[src/rtl/afc_vco_cntr.sv]
// Frequency counter for the AFC loop: counts synchronized rising edges of the divided VCO
// while afc holds the count window open, and latches the result on a datasyn pulse.
module afc_vco_cntr #(
   parameter int SYNC_STAGES = 2,
   parameter int CNT_W       = 14
) (
   input  logic             clk,
   input  logic             rstn,
   input  logic             vco_div_in,
   input  logic             afc_cntr_rstn,
   input  logic             afc_cntr_en,
   input  logic             afc_cntr_datasyn,
   output logic [CNT_W-1:0] a2d_afc_ncntr,
   output logic             ncntr_valid,
   output logic             ncntr_ovf,
   output logic             cnt_busy
);

   typedef enum logic [1:0] {
      IDLE  = 2'd0,
      COUNT = 2'd1,
      HOLD  = 2'd2
   } state_t;

   localparam logic [CNT_W-1:0] CNT_MAX = '1;

   state_t                 state, state_nxt;
   logic [SYNC_STAGES-1:0] vco_sync;
   logic                   vco_sync_d;
   logic                   edge_p;
   logic [CNT_W-1:0]       cnt;
   logic                   count_en;

   function automatic logic [CNT_W-1:0] sat_inc(input logic [CNT_W-1:0] v);
      return (v == CNT_MAX) ? v : v + CNT_W'(1);
   endfunction

   // Synchronizer and rising-edge detector; all-zero reset keeps the first edge honest
   always_ff @(posedge clk or negedge rstn) begin
      if (!rstn) begin
         vco_sync   <= '0;
         vco_sync_d <= 1'b0;
      end else begin
         vco_sync   <= {vco_sync[SYNC_STAGES-2:0], vco_div_in};
         vco_sync_d <= vco_sync[SYNC_STAGES-1];
      end
   end

   assign edge_p   = vco_sync[SYNC_STAGES-1] & ~vco_sync_d;
   assign count_en = (state == COUNT) & edge_p;

   always_ff @(posedge clk or negedge rstn) begin
      if (!rstn) begin
         state    <= IDLE;
         cnt_busy <= 1'b0;
      end else begin
         state    <= state_nxt;
         cnt_busy <= (state_nxt == COUNT);
      end
   end

   always_comb begin
      state_nxt = state;
      if (!afc_cntr_rstn) begin
         state_nxt = IDLE;
      end else begin
         case (state)
            IDLE:    if (afc_cntr_en)  state_nxt = COUNT;
            COUNT:   if (!afc_cntr_en) state_nxt = HOLD;
            HOLD:    if (afc_cntr_en)  state_nxt = COUNT;
            default: state_nxt = IDLE;
         endcase
      end
   end

   // Count engine: the local clear wins over counting; overflow is sticky per window
   always_ff @(posedge clk or negedge rstn) begin
      if (!rstn) begin
         cnt       <= '0;
         ncntr_ovf <= 1'b0;
      end else if (!afc_cntr_rstn) begin
         cnt       <= '0;
         ncntr_ovf <= 1'b0;
      end else if (count_en) begin
         cnt <= sat_inc(cnt);
         if (cnt == CNT_MAX) ncntr_ovf <= 1'b1;
      end
   end

   // Result latch takes the pre-increment count; a simultaneous clear suppresses it
   always_ff @(posedge clk or negedge rstn) begin
      if (!rstn) begin
         a2d_afc_ncntr <= '0;
         ncntr_valid   <= 1'b0;
      end else begin
         ncntr_valid <= afc_cntr_datasyn & afc_cntr_rstn;
         if (afc_cntr_datasyn && afc_cntr_rstn) a2d_afc_ncntr <= cnt;
      end
   end

endmodule
[config.mk]
export PLATFORM = sky130hd
export DESIGN_NAME = afc_vco_cntr
export DESIGN_NICKNAME = d
export VERILOG_FILES = /design/src/rtl/afc_vco_cntr.sv
export SDC_FILE = /design/constraint.sdc
export NUM_CORES = 1
export LEC_CHECK = 0
export BUFFER_PORTS_ARGS = -buffer_cell sky130_fd_sc_hd__buf_2
export CAP_MARGIN = 20
export CORE_ASPECT_RATIO = 2
export CORE_MARGIN = 1.5
export CORE_UTILIZATION = 55
export DETAILED_ROUTE_END_ITERATION = 10
export PLACE_DENSITY_LB_ADDON = 0.08
export REMOVE_ABC_BUFFERS = 1
export SYNTH_ARGS = -nofsm -noshare
export SYNTH_HDL_FRONTEND = slang
export SYNTH_SLANG_ARGS = --single-unit
[constraint.sdc]
create_clock -name clk -period 1.95 [get_ports clk]
set_input_delay 0.39 -clock clk [delete_from_list [all_inputs] [get_ports clk]]
set_output_delay 0.39 -clock clk [all_outputs]
set_load 0.01 [all_outputs]
# Word-level counts from Yosys, hierarchy flattened
# Index checks and enable logic that the tools add are counted.
# totals
inputBits	6
ff_bits	36
# op_classes
n_reduce_logical	5
eq_ne	7
addsub	1
bitwise	4
muxes	10
# op_table
op	count
14-bit 2-to-1 mux	3
14-bit by 1-bit adder with 14-bit output, second input constant	1
14-bit equality test, second input constant	1
2-bit 2-to-1 mux	3
2-bit by 1-bit equality test with 1-bit output, second input constant	2
2-bit by 1-bit != test with 1-bit output, second input constant	2
2-bit one-hot mux with 2 select lines	1
2-bit AND reduction	2
1-bit AND	3
1-bit 2-to-1 mux	3
2-bit equality test, second input constant	1
2-bit logical NOT	1
2-bit != test, second input constant	1
2-bit OR reduction	1
1-bit logical AND	1
1-bit NOT	1

# Depth between registers and ports, before layout
# depth
depth_word	5
depth_mapped	6
ltp_nobuf	5

# Worst setup path after synthesis
# OpenSTA, ideal clock, no wires.
# synth_timing
kind	reg2reg
startpoint	reg state[1]
endpoint	reg cnt[11]
n_path_buf	1
setup_slack_ns	0.241
stages_incl_launch_ff	6
setup_time_ns	0.087
period_less_slack_ns	1.709
arrival_time_ns	1.622
path_cell_list	dfrtp_1 nand4bb_1 buf_6 nor4_4 or4b_1 o211ai_1
# synth_between
elab_chain_cells	4
# synth_lines
item	line_no	source
from (decl)	27	state_t state, state_nxt;
from (signal assigned)	57	state <= state_nxt;
2-bit by 1-bit equality test with 1-bit output	50	assign count_en = (state == COUNT) & edge_p;
1-bit AND	50	
2-bit by 1-bit != test with 1-bit output (no line)	n/a	
2-bit AND reduction (no line)	n/a	
to (signal assigned)	85	cnt <= sat_inc(cnt);
to (decl)	31	logic [CNT_W-1:0] cnt;
# No other way between the ends.
# A chain may end at the register's enable or synchronous reset.

# Worst setup path after layout
# layout_timing
startpoint	reg cnt[0]
endpoint	reg cnt[12]
# layout_between
elab_chain_cells	4
elab_cells_between_ends	7
cone_classes	add/sub (1); eq/ne (2); mux (3); reduce/logical (1)
# layout_lines
item	line_no	source
14-bit by 1-bit adder with 14-bit output	35	return (v == CNT_MAX) ? v : v + CNT_W'(1);
14-bit 2-to-1 mux	35	
14-bit 2-to-1 mux	84	end else if (count_en) begin
14-bit 2-to-1 mux	81	end else if (!afc_cntr_rstn) begin
# Several ways; a longest one is shown, not always the timed one. The select of a mux whose other input is x is not followed.

==> flow_metrics.py <==
metrics = {
    "finish": {
        "layout_commonest_cell": "dfrtp_1",
        "final_cell_mix": "36 x dfrtp_1, 22 x buf_2, 13 x mux2_2",
        "finalNetCount": 164,
        "final.fill_count": 202,
        "syn_to_final_growth_pct": 15.94,
        "finalInstanceArea_sq_mm": 0.001821,
        "diodes": 0,
        "final_core_util": 0.6653,
        "drive_gt1_frac": 0.3165,
        "instances_no_fill": 187,
    },
    "placement": {
        "post_dp_cell_area_sq_mm": 0.001730,
        "hpwl_mm": 2.085,
        "place.gp.congestion": 0.8176,
        "numPortBuffers": 22,
        "dp.cells": 179,
        "post-place-ws_ns": 0.1857,
    },
    "yosys": {
        "netlist_instances": 128,
        "synth_edf_count": 0,
        "syn_area_per_cell_sq_um": 12.27,
        "synth_async_sr_flop_share": 1.000,
        "ys.flop_type": "dfrtp_1",
        "synth_area_sq_mm": 0.001570,
        "synth-seq-cells": 36,
        "synth.distinct_cells": 31,
        "synth_area_leaders": "dfrtp_1 57%, mux2_2 9.3%, a21o_1 4.3%",
        "yosys.area.top_type": "dfrtp_1",
        "yosysWarnings": 0,
        "synth_top_area_frac": 0.5737,
        "seq_area_frac_synth": 0.5737,
    },
    "floorplanning": {
        "die-area_sq_mm": 0.003204,
        "rows": 27,
        "boundaryPins": 23,
        "fp.coreArea_sq_mm": 0.002736,
        "die_x_um": 40.78,
        "start_util": 0.5738,
        "die_height_um": 78.57,
    },
    "timing": {
        "min_period_over_period": 0.8986,
        "report.final.slew_viol_count": 0,
        "fin_skew_ns": 0.002259,
        "whs_ns": 0.1776,
        "setup_viol": 0,
        "fin_setup_tns_ns": 0,
        "rsz0062_at_grt": "false",
        "worst_slew_pin_slew_ns": 0.7615,
        "finalWorstPathRequiredPeriod_ns": 1.752,
        "relSlewSlack": 0.4924,
        "hold_viol": 0,
        "fmax_mhz": 570.7,
        "worst_slack_ns": 0.1976,
    },
    "clocking": {
        "clkTransAtPathRegs_ns": 0.06,
        "clk_latency_ns": 0.28,
        "clockRootBuffer": "clkbuf_8",
        "hold_buffers": 0,
        "cts_tree": "done",
        "h-tree-depth": 2,
        "cts_inserted_buffers": 5,
        "clk_path_buf_depth": 2,
        "cts_sinks": 36,
    },
    "global_route": {
        "grt_usage": 0.2264,
        "grt_max_degree": 37,
        "antenna_found_initial": 0,
        "grt-ovfl-total": 0,
        "grt_pass1_wl_mm": 4.995,
        "grt_pass1_vias": 1098,
    },
    "drt": {
        "via_count": 1093,
        "drt-initial-drc-count": 15,
        "viasPerCell": 5.845,
        "ant_nets": 0,
        "first_pass_iters": 4,
        "routed_wl_mm": 2.881,
        "drc": 0,
        "wl_per_cell_um": 15.41,
    },
    "power_and_ir_drop": {
        "leakagePower_nw": 1.015,
        "ir_drop_uv": 506.8,
        "total_power_mw": 1.345,
        "power.density_mw_per_mm2": 738.6,
    },
    "setup_path": {
        "cp-end-kind": "register",
        "crit_fanout": 7,
        "path_delay_family": "simple AND/OR/NAND/NOR gates",
        "slowest_stage": "dfrtp_1",
        "required_ns": 2.12,
        "path_buf_inv": 0,
        "path_cells": "ha_1, nand4_1, nor4_1, nand3b_1, o211a_1",
        "path_class": "reg -> reg",
        "critPathMaxStageDelay_ns": 0.44,
        "start_kind": "register",
        "cp.arrival_ns": 1.92,
    },
    "status": {
        "outcome": "finished clean",
    },
    "worst_hold_path": {
        "hold_class": "in -> async",
    },
    "job": {
        "cap_viol_max_count": 0,
    },
}
area by class of cell:
cell class | count | area [sq um] | share of cell area
flip-flops and latches | 36 | 900.9 | 0.4948
well taps | 29 | 36.28 | 0.01993
multi-input cells | 83 | 626.9 | 0.3443
inverters | 3 | 11.26 | 0.006186
clock buffers | 8 | 90.09 | 0.04948
repair buffers | 28 | 155.1 | 0.08522
where the power goes:
part | internal [mW] | total, mW | leakage, nW | switching, mW
Combinational | 0.0199 | 0.0570 | 0.477 | 0.0371
Sequential | 0.756 | 0.763 | 0.492 | 0.00691
Clock | 0.288 | 0.524 | 0.0455 | 0.237
routing by layer:
layer,vias up,share of wire,global-route usage
met2,30,0.55,0.3719
met5,-,0,0
li1,520,-,-
met1,536,0.39,0.2553
met4,0,0.024,0.1067
met3,7,0.040,0.05085
registers in the layout, summed over array words and instances (netlist names):
name,cells
cnt_busy,1
vco_sync,2
vco_sync_d,1
ncntr_valid,1
cnt,14
state,2
ncntr_ovf,1
a2d_afc_ncntr,14
worst register-to-register path, cell delays in order (launching register included):
cell and delay (ns):
dfrtp_1 0.44, ha_1 0.23, nand4_1 0.27, nor4_1 0.44, nand3b_1 0.12, o211a_1 0.14
timing repair:
action | 4_1_cts | 5_1_grt
setup endpoints to repair | 0 | 1
setup buffers | 0 | 0
gates resized for setup | 0 | 0
synth_stat cells (3+ instances only):
| cell type | count |
|---|---|
| inv_1 | 3 |
| xor2_1 | 5 |
| nor4_1 | 3 |
| dfrtp_1 | 36 |
| a21o_1 | 9 |
| xnor2_1 | 5 |
| clkbuf_1 | 3 |
| nand2_1 | 11 |
| a21oi_1 | 3 |
| mux2_2 | 13 |
| nand3_1 | 7 |
| nand4_1 | 6 |
| nor3_1 | 4 |
logic make-up after synthesis:
logic type / count (synthesis) / share of synthesized area
compound gates: 19 / 0.08764
mux: 13 / 0.09323
simple gates: 40 / 0.1546
flops: 36 / 0.5737
xor+xnor: 10 / 0.05577
fa+ha+maj: 1 / 0.007967
buf+inv: 9 / 0.02708
path summary, 6_finish.rpt:
| kind | to | from | cells past startpoint | slack (ns) |
|---|---|---|---|---|
| min in group clk | vco_sync[0]$_DFF_PN0_ | vco_div_in | 1 | 0.21 |
| min | vco_sync[1]$_DFF_PN0_ | rstn | 1 | 0.18 |
| max | cnt[12]$_DFFE_PN0P_ | cnt[0]$_DFFE_PN0P_ | 5 | 0.20 |
| max in group asynchronous | a2d_afc_ncntr[2]$_DFFE_PN0P_ | rstn | 1 | 1.29 |
| min reg2reg | vco_sync[1]$_DFF_PN0_ | vco_sync[0]$_DFF_PN0_ | 0 | 0.35 |
| max reg2reg | cnt[12]$_DFFE_PN0P_ | cnt[0]$_DFFE_PN0P_ | 5 | 0.20 |
(Power assumes the default switching activity.)
